`src/rtl/seq_match_ctrl_if.sv`:
```
// Bundles the control, configuration, stream and status signals of seq_match_ctrl.
//   master : drives start/stop, stream bits, configuration and count_clr; observes status.
//   slave  : the controller side; observes the inputs and drives y/busy/cfg_ack/cfg_err/count.
interface seq_match_ctrl_if #(
  parameter int unsigned W  = 8,
  parameter int unsigned CW = 16
);
  localparam int unsigned LW = $clog2(W + 1);

  logic          start;
  logic          stop;
  logic          in_valid;
  logic          in_bit;
  logic          cfg_load;
  logic [W-1:0]  cfg_pattern;
  logic [LW-1:0] cfg_len;
  logic          cfg_overlap;
  logic          count_clr;
  logic          y;
  logic          busy;
  logic          cfg_ack;
  logic          cfg_err;
  logic [CW-1:0] match_count;

  modport master (
    output start, stop, in_valid, in_bit, cfg_load, cfg_pattern, cfg_len, cfg_overlap,
           count_clr,
    input  y, busy, cfg_ack, cfg_err, match_count
  );

  modport slave (
    input  start, stop, in_valid, in_bit, cfg_load, cfg_pattern, cfg_len, cfg_overlap,
           count_clr,
    output y, busy, cfg_ack, cfg_err, match_count
  );
endinterface

```
`src/rtl/seq_match_ctrl.sv`:
```
// Programmable serial sequence detector with run/stop control and a saturating match counter.
//   clk : rising-edge clock
//   rst : asynchronous active-high reset
//   bus : seq_match_ctrl_if.slave
//         start/stop      - IDLE<->RUN requests (stop wins)
//         in_valid/in_bit - serial stream
//         cfg_*           - pattern (bit [len-1] received first), length, overlap mode
//         count_clr       - synchronous counter clear (wins over a coincident match)
//         y               - combinational Mealy match
//         busy, cfg_ack, cfg_err, match_count - registered status
module seq_match_ctrl #(
  parameter int unsigned W  = 8,
  parameter int unsigned CW = 16
) (
  input logic              clk,
  input logic              rst,
  seq_match_ctrl_if.slave  bus
);
  localparam int unsigned LW = $clog2(W + 1);

  typedef enum logic [0:0] {StIdle, StRun} state_e;

  state_e        state_q;
  logic [W-1:0]  pat_q;
  logic [LW-1:0] len_q;
  logic          ovl_q;
  logic [W-2:0]  hist_q;
  logic [LW-1:0] fill_q;
  logic [CW-1:0] cnt_q;
  logic          busy_q;
  logic          cfg_ack_q;
  logic          cfg_err_q;

  logic [W-1:0]  window;
  logic [W-1:0]  mask;
  logic          len_ok;
  logic          match;

  always_comb begin
    window = {hist_q, bus.in_bit};
    // len_q == W shifts the 1 out entirely, so the subtraction yields an all-ones mask.
    mask   = (W'(1) << len_q) - W'(1);
    match  = (state_q == StRun) && bus.in_valid && (fill_q >= len_q - LW'(1)) &&
             ((window & mask) == (pat_q & mask));
    len_ok = (bus.cfg_len != '0) && (bus.cfg_len <= LW'(W));
  end

  always_ff @(posedge clk or posedge rst) begin
    if (rst) begin
      state_q   <= StIdle;
      pat_q     <= W'(4'b0110);
      len_q     <= LW'(4);
      ovl_q     <= 1'b1;
      hist_q    <= '0;
      fill_q    <= '0;
      cnt_q     <= '0;
      busy_q    <= 1'b0;
      cfg_ack_q <= 1'b0;
      cfg_err_q <= 1'b0;
    end else begin
      cfg_ack_q <= 1'b0;
      cfg_err_q <= 1'b0;

      if (bus.cfg_load) begin
        if ((state_q == StIdle) && len_ok) begin
          pat_q     <= bus.cfg_pattern;
          len_q     <= bus.cfg_len;
          ovl_q     <= bus.cfg_overlap;
          cfg_ack_q <= 1'b1;
        end else begin
          cfg_err_q <= 1'b1;
        end
      end

      unique case (state_q)
        StIdle: begin
          if (bus.start && !bus.stop) begin
            state_q <= StRun;
            busy_q  <= 1'b1;
            fill_q  <= '0;
          end
        end
        StRun: begin
          if (bus.stop) begin
            state_q <= StIdle;
            busy_q  <= 1'b0;
            fill_q  <= '0;
          end else if (bus.in_valid) begin
            if (match && !ovl_q) begin
              // Non-overlapping mode: the next match must be built from fresh bits only.
              fill_q <= '0;
            end else begin
              hist_q <= {hist_q[W-3:0], bus.in_bit};
              fill_q <= (fill_q == LW'(W - 1)) ? fill_q : fill_q + LW'(1);
            end
          end
        end
        default: state_q <= StIdle;
      endcase

      if (bus.count_clr) begin
        cnt_q <= '0;
      end else if (match && (cnt_q != '1)) begin
        cnt_q <= cnt_q + CW'(1);
      end
    end
  end

  assign bus.y           = match;
  assign bus.busy        = busy_q;
  assign bus.cfg_ack     = cfg_ack_q;
  assign bus.cfg_err     = cfg_err_q;
  assign bus.match_count = cnt_q;

endmodule

```
`src/flat_wrapper.sv`:
```
// flat-port wrapper written by rule: the top's interface ports become plain ports
module seq_match_ctrl_flat 
#(
  parameter int unsigned W  = 8,
  parameter int unsigned CW = 16
)
  (clk, rst, bus_start, bus_stop, bus_in_valid, bus_in_bit, bus_cfg_load, bus_cfg_pattern, bus_cfg_len, bus_cfg_overlap, bus_count_clr, bus_y, bus_busy, bus_cfg_ack, bus_cfg_err, bus_match_count);
  seq_match_ctrl_if #(.W(W), .CW(CW)) bus_i ();
  input logic clk;
  input logic rst;
  input wire logic [$bits(bus_i.start)-1:0] bus_start;
  input wire logic [$bits(bus_i.stop)-1:0] bus_stop;
  input wire logic [$bits(bus_i.in_valid)-1:0] bus_in_valid;
  input wire logic [$bits(bus_i.in_bit)-1:0] bus_in_bit;
  input wire logic [$bits(bus_i.cfg_load)-1:0] bus_cfg_load;
  input wire logic [$bits(bus_i.cfg_pattern)-1:0] bus_cfg_pattern;
  input wire logic [$bits(bus_i.cfg_len)-1:0] bus_cfg_len;
  input wire logic [$bits(bus_i.cfg_overlap)-1:0] bus_cfg_overlap;
  input wire logic [$bits(bus_i.count_clr)-1:0] bus_count_clr;
  output wire logic [$bits(bus_i.y)-1:0] bus_y;
  output wire logic [$bits(bus_i.busy)-1:0] bus_busy;
  output wire logic [$bits(bus_i.cfg_ack)-1:0] bus_cfg_ack;
  output wire logic [$bits(bus_i.cfg_err)-1:0] bus_cfg_err;
  output wire logic [$bits(bus_i.match_count)-1:0] bus_match_count;
  assign bus_i.start = bus_start;
  assign bus_i.stop = bus_stop;
  assign bus_i.in_valid = bus_in_valid;
  assign bus_i.in_bit = bus_in_bit;
  assign bus_i.cfg_load = bus_cfg_load;
  assign bus_i.cfg_pattern = bus_cfg_pattern;
  assign bus_i.cfg_len = bus_cfg_len;
  assign bus_i.cfg_overlap = bus_cfg_overlap;
  assign bus_i.count_clr = bus_count_clr;
  assign bus_y = bus_i.y;
  assign bus_busy = bus_i.busy;
  assign bus_cfg_ack = bus_i.cfg_ack;
  assign bus_cfg_err = bus_i.cfg_err;
  assign bus_match_count = bus_i.match_count;
  seq_match_ctrl #(.W(W), .CW(CW)) u_core (.clk(clk), .rst(rst), .bus(bus_i));
endmodule
```
`config.mk`:
```
export PLATFORM = sky130hd
export DESIGN_NAME = seq_match_ctrl_flat
export DESIGN_NICKNAME = d
export VERILOG_FILES = /design/src/rtl/seq_match_ctrl_if.sv /design/src/rtl/seq_match_ctrl.sv /design/src/flat_wrapper.sv
export SDC_FILE = /design/constraint.sdc
export NUM_CORES = 1
export LEC_CHECK = 0
export BUFFER_PORTS_ARGS = -buffer_cell sky130_fd_sc_hd__buf_2
export CAP_MARGIN = 20
export CELL_PAD_IN_SITES_DETAIL_PLACEMENT = 0
export CELL_PAD_IN_SITES_GLOBAL_PLACEMENT = 2
export CORE_AREA = 2 2 64 126
export DETAILED_ROUTE_END_ITERATION = 16
export DIE_AREA = 0 0 66 128
export GPL_ROUTABILITY_DRIVEN = 0
export HOLD_SLACK_MARGIN = 0.15
export PLACE_DENSITY_LB_ADDON = 0.3
export SLEW_MARGIN = 10
export SYNTH_ARGS = -nofsm -noshare
export SYNTH_HDL_FRONTEND = slang
export SYNTH_SLANG_ARGS = --single-unit
```
`constraint.sdc`:
```
create_clock -name clk -period 3.9 [get_ports clk]
set_input_delay 0.975 -clock clk [delete_from_list [all_inputs] [get_ports clk]]
set_output_delay 0.975 -clock clk [all_outputs]
set_load 0.01 [all_outputs]
```
Yosys cells after proc, flatten, opt, wreduce, memory -nomap -nowiden
Index checks and enable logic that the tools add are counted.
- register bits after elaboration: 44
- bits in latches: 0
- bits in writable memories: 0
- ROM bits: 0
- output and inout port bits: 20
- logic and storage cells: 63
- memories kept: 0
- add/sub/neg operators: 4
- $mul: 0
- div/mod/pow operators: 0
- magnitude comparators: 2
- equal/unequal tests: 7
- shift-type cells: 1
- mux-type cells: 18
- bitwise operators: 5
- reductions and logical operators: 16
- operators with widths (kind ; number):
    16-bit two-way mux ; 2
    4-bit two-way mux ; 5
    16-bit by 1-bit adder with 16-bit output, second input constant ; 1
    8-bit bitwise AND ; 2
    16-bit != test, second input constant ; 1
    8-bit == test ; 1
    1-bit logical AND ; 8
    1-bit two-way mux ; 8
    4-bit case mux with 2 select lines ; 1
    1-bit by 4-bit left shift with 8-bit output, first input constant ; 1
    8-bit by 2-bit subtractor with 8-bit output, second input constant ; 1
    4-bit by 1-bit adder with 4-bit output, second input constant ; 1
    4-bit by 3-bit == test with 1-bit output, second input constant ; 1
    4-bit >= comparator ; 1
    4-bit <= comparator, second input constant ; 1
    2-bit != test, second input constant ; 2
    4-bit != test, second input constant ; 1
    1-bit case mux with 2 select lines ; 2
    2-bit AND reduction ; 2
    4-bit AND reduction ; 1
    4-bit nonzero test ; 1
    4-bit by 1-bit subtractor with 4-bit output, second input constant ; 1
    3-bit != test, second input constant ; 1
    1-bit inverter ; 3
    other kinds (3) ; 4

Logic depth before layout (Yosys ltp)
- depth in word-level cells: 10
- gate-level depth with buffers: 13
- mapped depth without buffers: 11

Least setup slack after synthesis
OpenSTA, ideal clock, no wires.
- path type: flip-flop to output port
- from: register u_core.len_q[0]
- to: output port bus_y
- data arrival time: 2.616 ns
- required time: 2.925 ns
- path slack: 0.309 ns
- stages on the path, launching flop included: 11
- path buffers: 0
- cell sequence: dfrtp_1 > inv_1 > ha_1 > or3b_4 > ha_1 > nor4b_1 > nor4b_1 > o22ai_1 > nor4_2 > nand2_1 > inv_1
- longest elaborated chain between the ends: 5
- elaborated cells between the ends (all ways): 9
- those cells by class: 2 x add/sub; 1 x order compare; 1 x eq/ne; 1 x shift; 2 x bitwise; 2 x reduce/logical
- ends and longest elaborated chain (element ; RTL line ; text):
    start, declared ; seq_match_ctrl.sv:25 ; logic [LW-1:0] len_q;
    start signal, assigned ; seq_match_ctrl.sv:67 ; len_q <= bus.cfg_len;
    1-bit by 4-bit left shift with 8-bit output ; seq_match_ctrl.sv:42 ; mask = (W'(1) << len_q) - W'(1);
    8-bit by 2-bit subtractor with 8-bit output ; seq_match_ctrl.sv:42 ;
    8-bit bitwise AND ; seq_match_ctrl.sv:44 ; ((window & mask) == (pat_q & mask));
    8-bit == test ; seq_match_ctrl.sv:44 ;
    1-bit logical AND (*) ; seq_match_ctrl.sv:43 ; match = (state_q == StRun) && bus.in_valid && (fill_q >= len_q - LW'(1)) &&
    end, declared ; flat_wrapper.sv:20 ; output wire logic [$bits(bus_i.y)-1:0] bus_y;
Every way passes the cells marked *; elsewhere a longest branch is shown, timed or not.

Worst setup path in the final report
Same ends and word-level chain as after synthesis.

==> impl_metrics.yaml <==
drt:
  viasPerCell: 5.181
  route.detailed.drc: 0
  wl_per_cell_um: 15.89
  drt_iter0_drc: 80
  wl_um: 6243
  ant_nets: 0
  via_count: 2036
  drt_pass1_iterations: 4
setup_path:
  ff2ff_path_depth: 13
  cp_data_arrival_time_ps: 2720
  cp_slowest_stage_delay_ps: 410
  cp-start-kind: "register"
  cp_slowest_cell: "dfrtp_1"
  rrSetupSlack_ps: 500
  path_max_fanout: 6
  cp-end-kind: "output pin"
  required_ps: 2920
  path_class: "reg -> out"
  crit_chain: "inv_2, ha_1, or3b_4, ha_2, and3b_1, nor4b_2, o22ai_1, nor4_2, nand2_1, inv_1, buf_2"
power:
  p_per_area_nw_per_um2: 489.7
  irDropWorstVdd_mv: 0.2676
  p_leak_nw: 1.389
  p_total_mw: 1.517
sta:
  period_share_pct: 94.65
  rsz0062_at_grt: "no"
  slew_headroom_pct: 51.69
  maxSlewViolCount: 0
  fmax_mhz: 270.9
  fin_setup_tns_ps: 0
  final_hold_viol_count: 0
  fin_ws_ps: 208.8
  period_minus_slack_ps: 3691
  setup-violations-final: 0
  worst_hold_slack_ps: 518.8
  worst_slew_pin_slew_ps: 724.7
  skew_ps: 6.612
cts:
  cts_tree: "built"
  root_buffer: "clkbuf_16"
  cts_hold_buf: 0
  path_clk_slew_ps: 60
  clkSinkCount: 44
  htreeDepth: 2
  insertion_delay_ps: 290
  cts_buffers: 5
  cts_buffer_depth: 2
die:
  ioPinCount: 41
  rows: 45
  start_util_pct: 34.49
  die_x_um: 66
  coreArea_sq_um: 7545
  die_h_um: 128
  die_area_sq_um: 8448
final_layout:
  diodes: 0
  regArea_sq_um: 1106
  final_util_pct: 41.06
  fillers: 802
  fin_nets: 331
  final_cell_mix: "buf_2, dfrtp_1, nor2_1"
  finish.instance_area_sq_um: 3098
  multi_input_area_sq_um: 1400
  area_growth_pct: 19.04
  drive_gt1_share_pct: 30.10
  finalNonFillerCells: 393
min_path:
  hold_path.class: "reg -> reg"
  whs_path_depth: 1
grt:
  grt.total_usage_pct: 16.42
  grt_max_degree: 45
  grt_pass1_wl_um: 10560
  grt_overflow: 0
  antenna_found_initial: 0
  grt_pass1_vias: 2148
yosys:
  async_reset_ff_share_pct: 100.0
  synth_flop_cell: "dfrtp_1"
  ys_seq_elements: 44
  synth.distinct_cells: 49
  ys_top_cells_by_area: "dfrtp_1, ha_1, mux2_2"
  syn_area_per_cell_sq_um: 10.17
  synth-edff-count: 0
  synth.top_cell.area_share_pct: 38.46
  synth_top_area_cell: "dfrtp_1"
  ys_warn_count: 0
  synthesis.nets: 289
  synthCells: 256
  seq_area_frac_synth_pct: 42.50
  synth_area_sq_um: 2602
place:
  place_ws_ps: 130.9
  placed_cells: 382
  hpwl_um: 4667
  io_buffers: 40
  placed_cell_area_sq_um: 2872
run:
  drv_cap: 0
run_status:
  status: "completed"
cells by family after synthesis:
group / share of synthesized area (%)
DFF: 42.50
adders and majority gates: 5.769
xor gates and xnor gates: 4.711
buffers and inverters: 4.038
muxes: 11.25
and+or+nand+nor: 20.58
AOI/OAI and AO/OA: 11.15
cell type report:
class                      count  area share (%)
multi-input combinational    191           45.19
sequential                    44           35.70
timing repair buffer          45           8.078
clock buffer                   7           4.927
tap                           94           3.796
inverter                      11           1.333
clock inverter                 1          0.9693
where the power goes:
part	internal, mW	switching (mW)	total [mW]
Combinational	0.209	0.195	0.405
Clock	0.337	0.179	0.516
Sequential	0.526	0.0702	0.596
Total	1.07	0.444	1.52
layer usage:
| metal | share of wire (%) | global-route usage [%] | up-vias |
|---|---|---|---|
| met5 | 0 | 0 | - |
| met4 | 2.9 | 7.203 | 0 |
| met3 | 3.3 | 3.073 | 13 |
| met2 | 55 | 30.18 | 41 |
| met1 | 38 | 17.66 | 980 |
| li1 | - | - | 1002 |
state kept, by name, summed over array words and instances, names as in the netlist:
signal / flops
u_core.ovl_q: 1
u_core.hist_q: 7
u_core.bus.match_count: 16
u_core.fill_q: 4
u_core.bus.cfg_ack: 1
u_core.bus.cfg_err: 1
u_core.len_q: 4
u_core.state_q: 1
u_core.pat_q: 8
u_core.bus.busy: 1
path summary, 6_finish.rpt:
check / startpoint / endpoint
setup / recovery: u_core.len_q[0]$_DFFE_PP0P_ / bus_y
max in group asynchronous: rst / u_core.ovl_q$_DFFE_PP1P_
min in group asynchronous: rst / u_core.pat_q[4]$_DFFE_PP0P_
hold / removal: u_core.bus.busy$_DFFE_PP0P_ / u_core.bus.busy$_DFFE_PP0P_
hold reg to reg: u_core.bus.busy$_DFFE_PP0P_ / u_core.bus.busy$_DFFE_PP0P_
setup reg to reg: u_core.len_q[0]$_DFFE_PP0P_ / u_core.bus.match_count[11]$_DFFE_PP0P_
synth_stat cells (2+ instances only):
cell type	number
dfrtp_1	40
nor2_1	22
nand2_1	15
a21oi_1	14
ha_1	12
mux2_2	12
inv_1	11
nand3_1	10
o21ai_0	10
xnor2_1	10
or4_1	8
mux2_4	7
nor2b_1	7
o31ai_1	6
nor3_1	5
o22ai_1	5
dfstp_2	4
xor2_1	4
and3_1	3
buf_2	3
buf_6	3
clkbuf_1	3
mux2i_1	3
nand4_1	3
or3_1	3
mux2_1	2
nand2_2	2
nand2b_1	2
nand3b_1	2
nor3b_1	2
nor4_1	2
nor4_2	2
nor4b_1	2
o21a_1	2
worst max-delay path, delay by kind of cell (launching register included):
kind | cells | cell delay, ps
buf+inv | 3 | 300
flops | 1 | 410
compound gates | 1 | 140
simple gates | 5 | 1180
fa+ha+maj | 2 | 410
repair_timing:
item,CTS,global route
setup buffers,2,0
endpoints found under the setup margin,1,1
resized for setup,0,4
pin swaps,1,1
(Power assumes the default switching activity.)
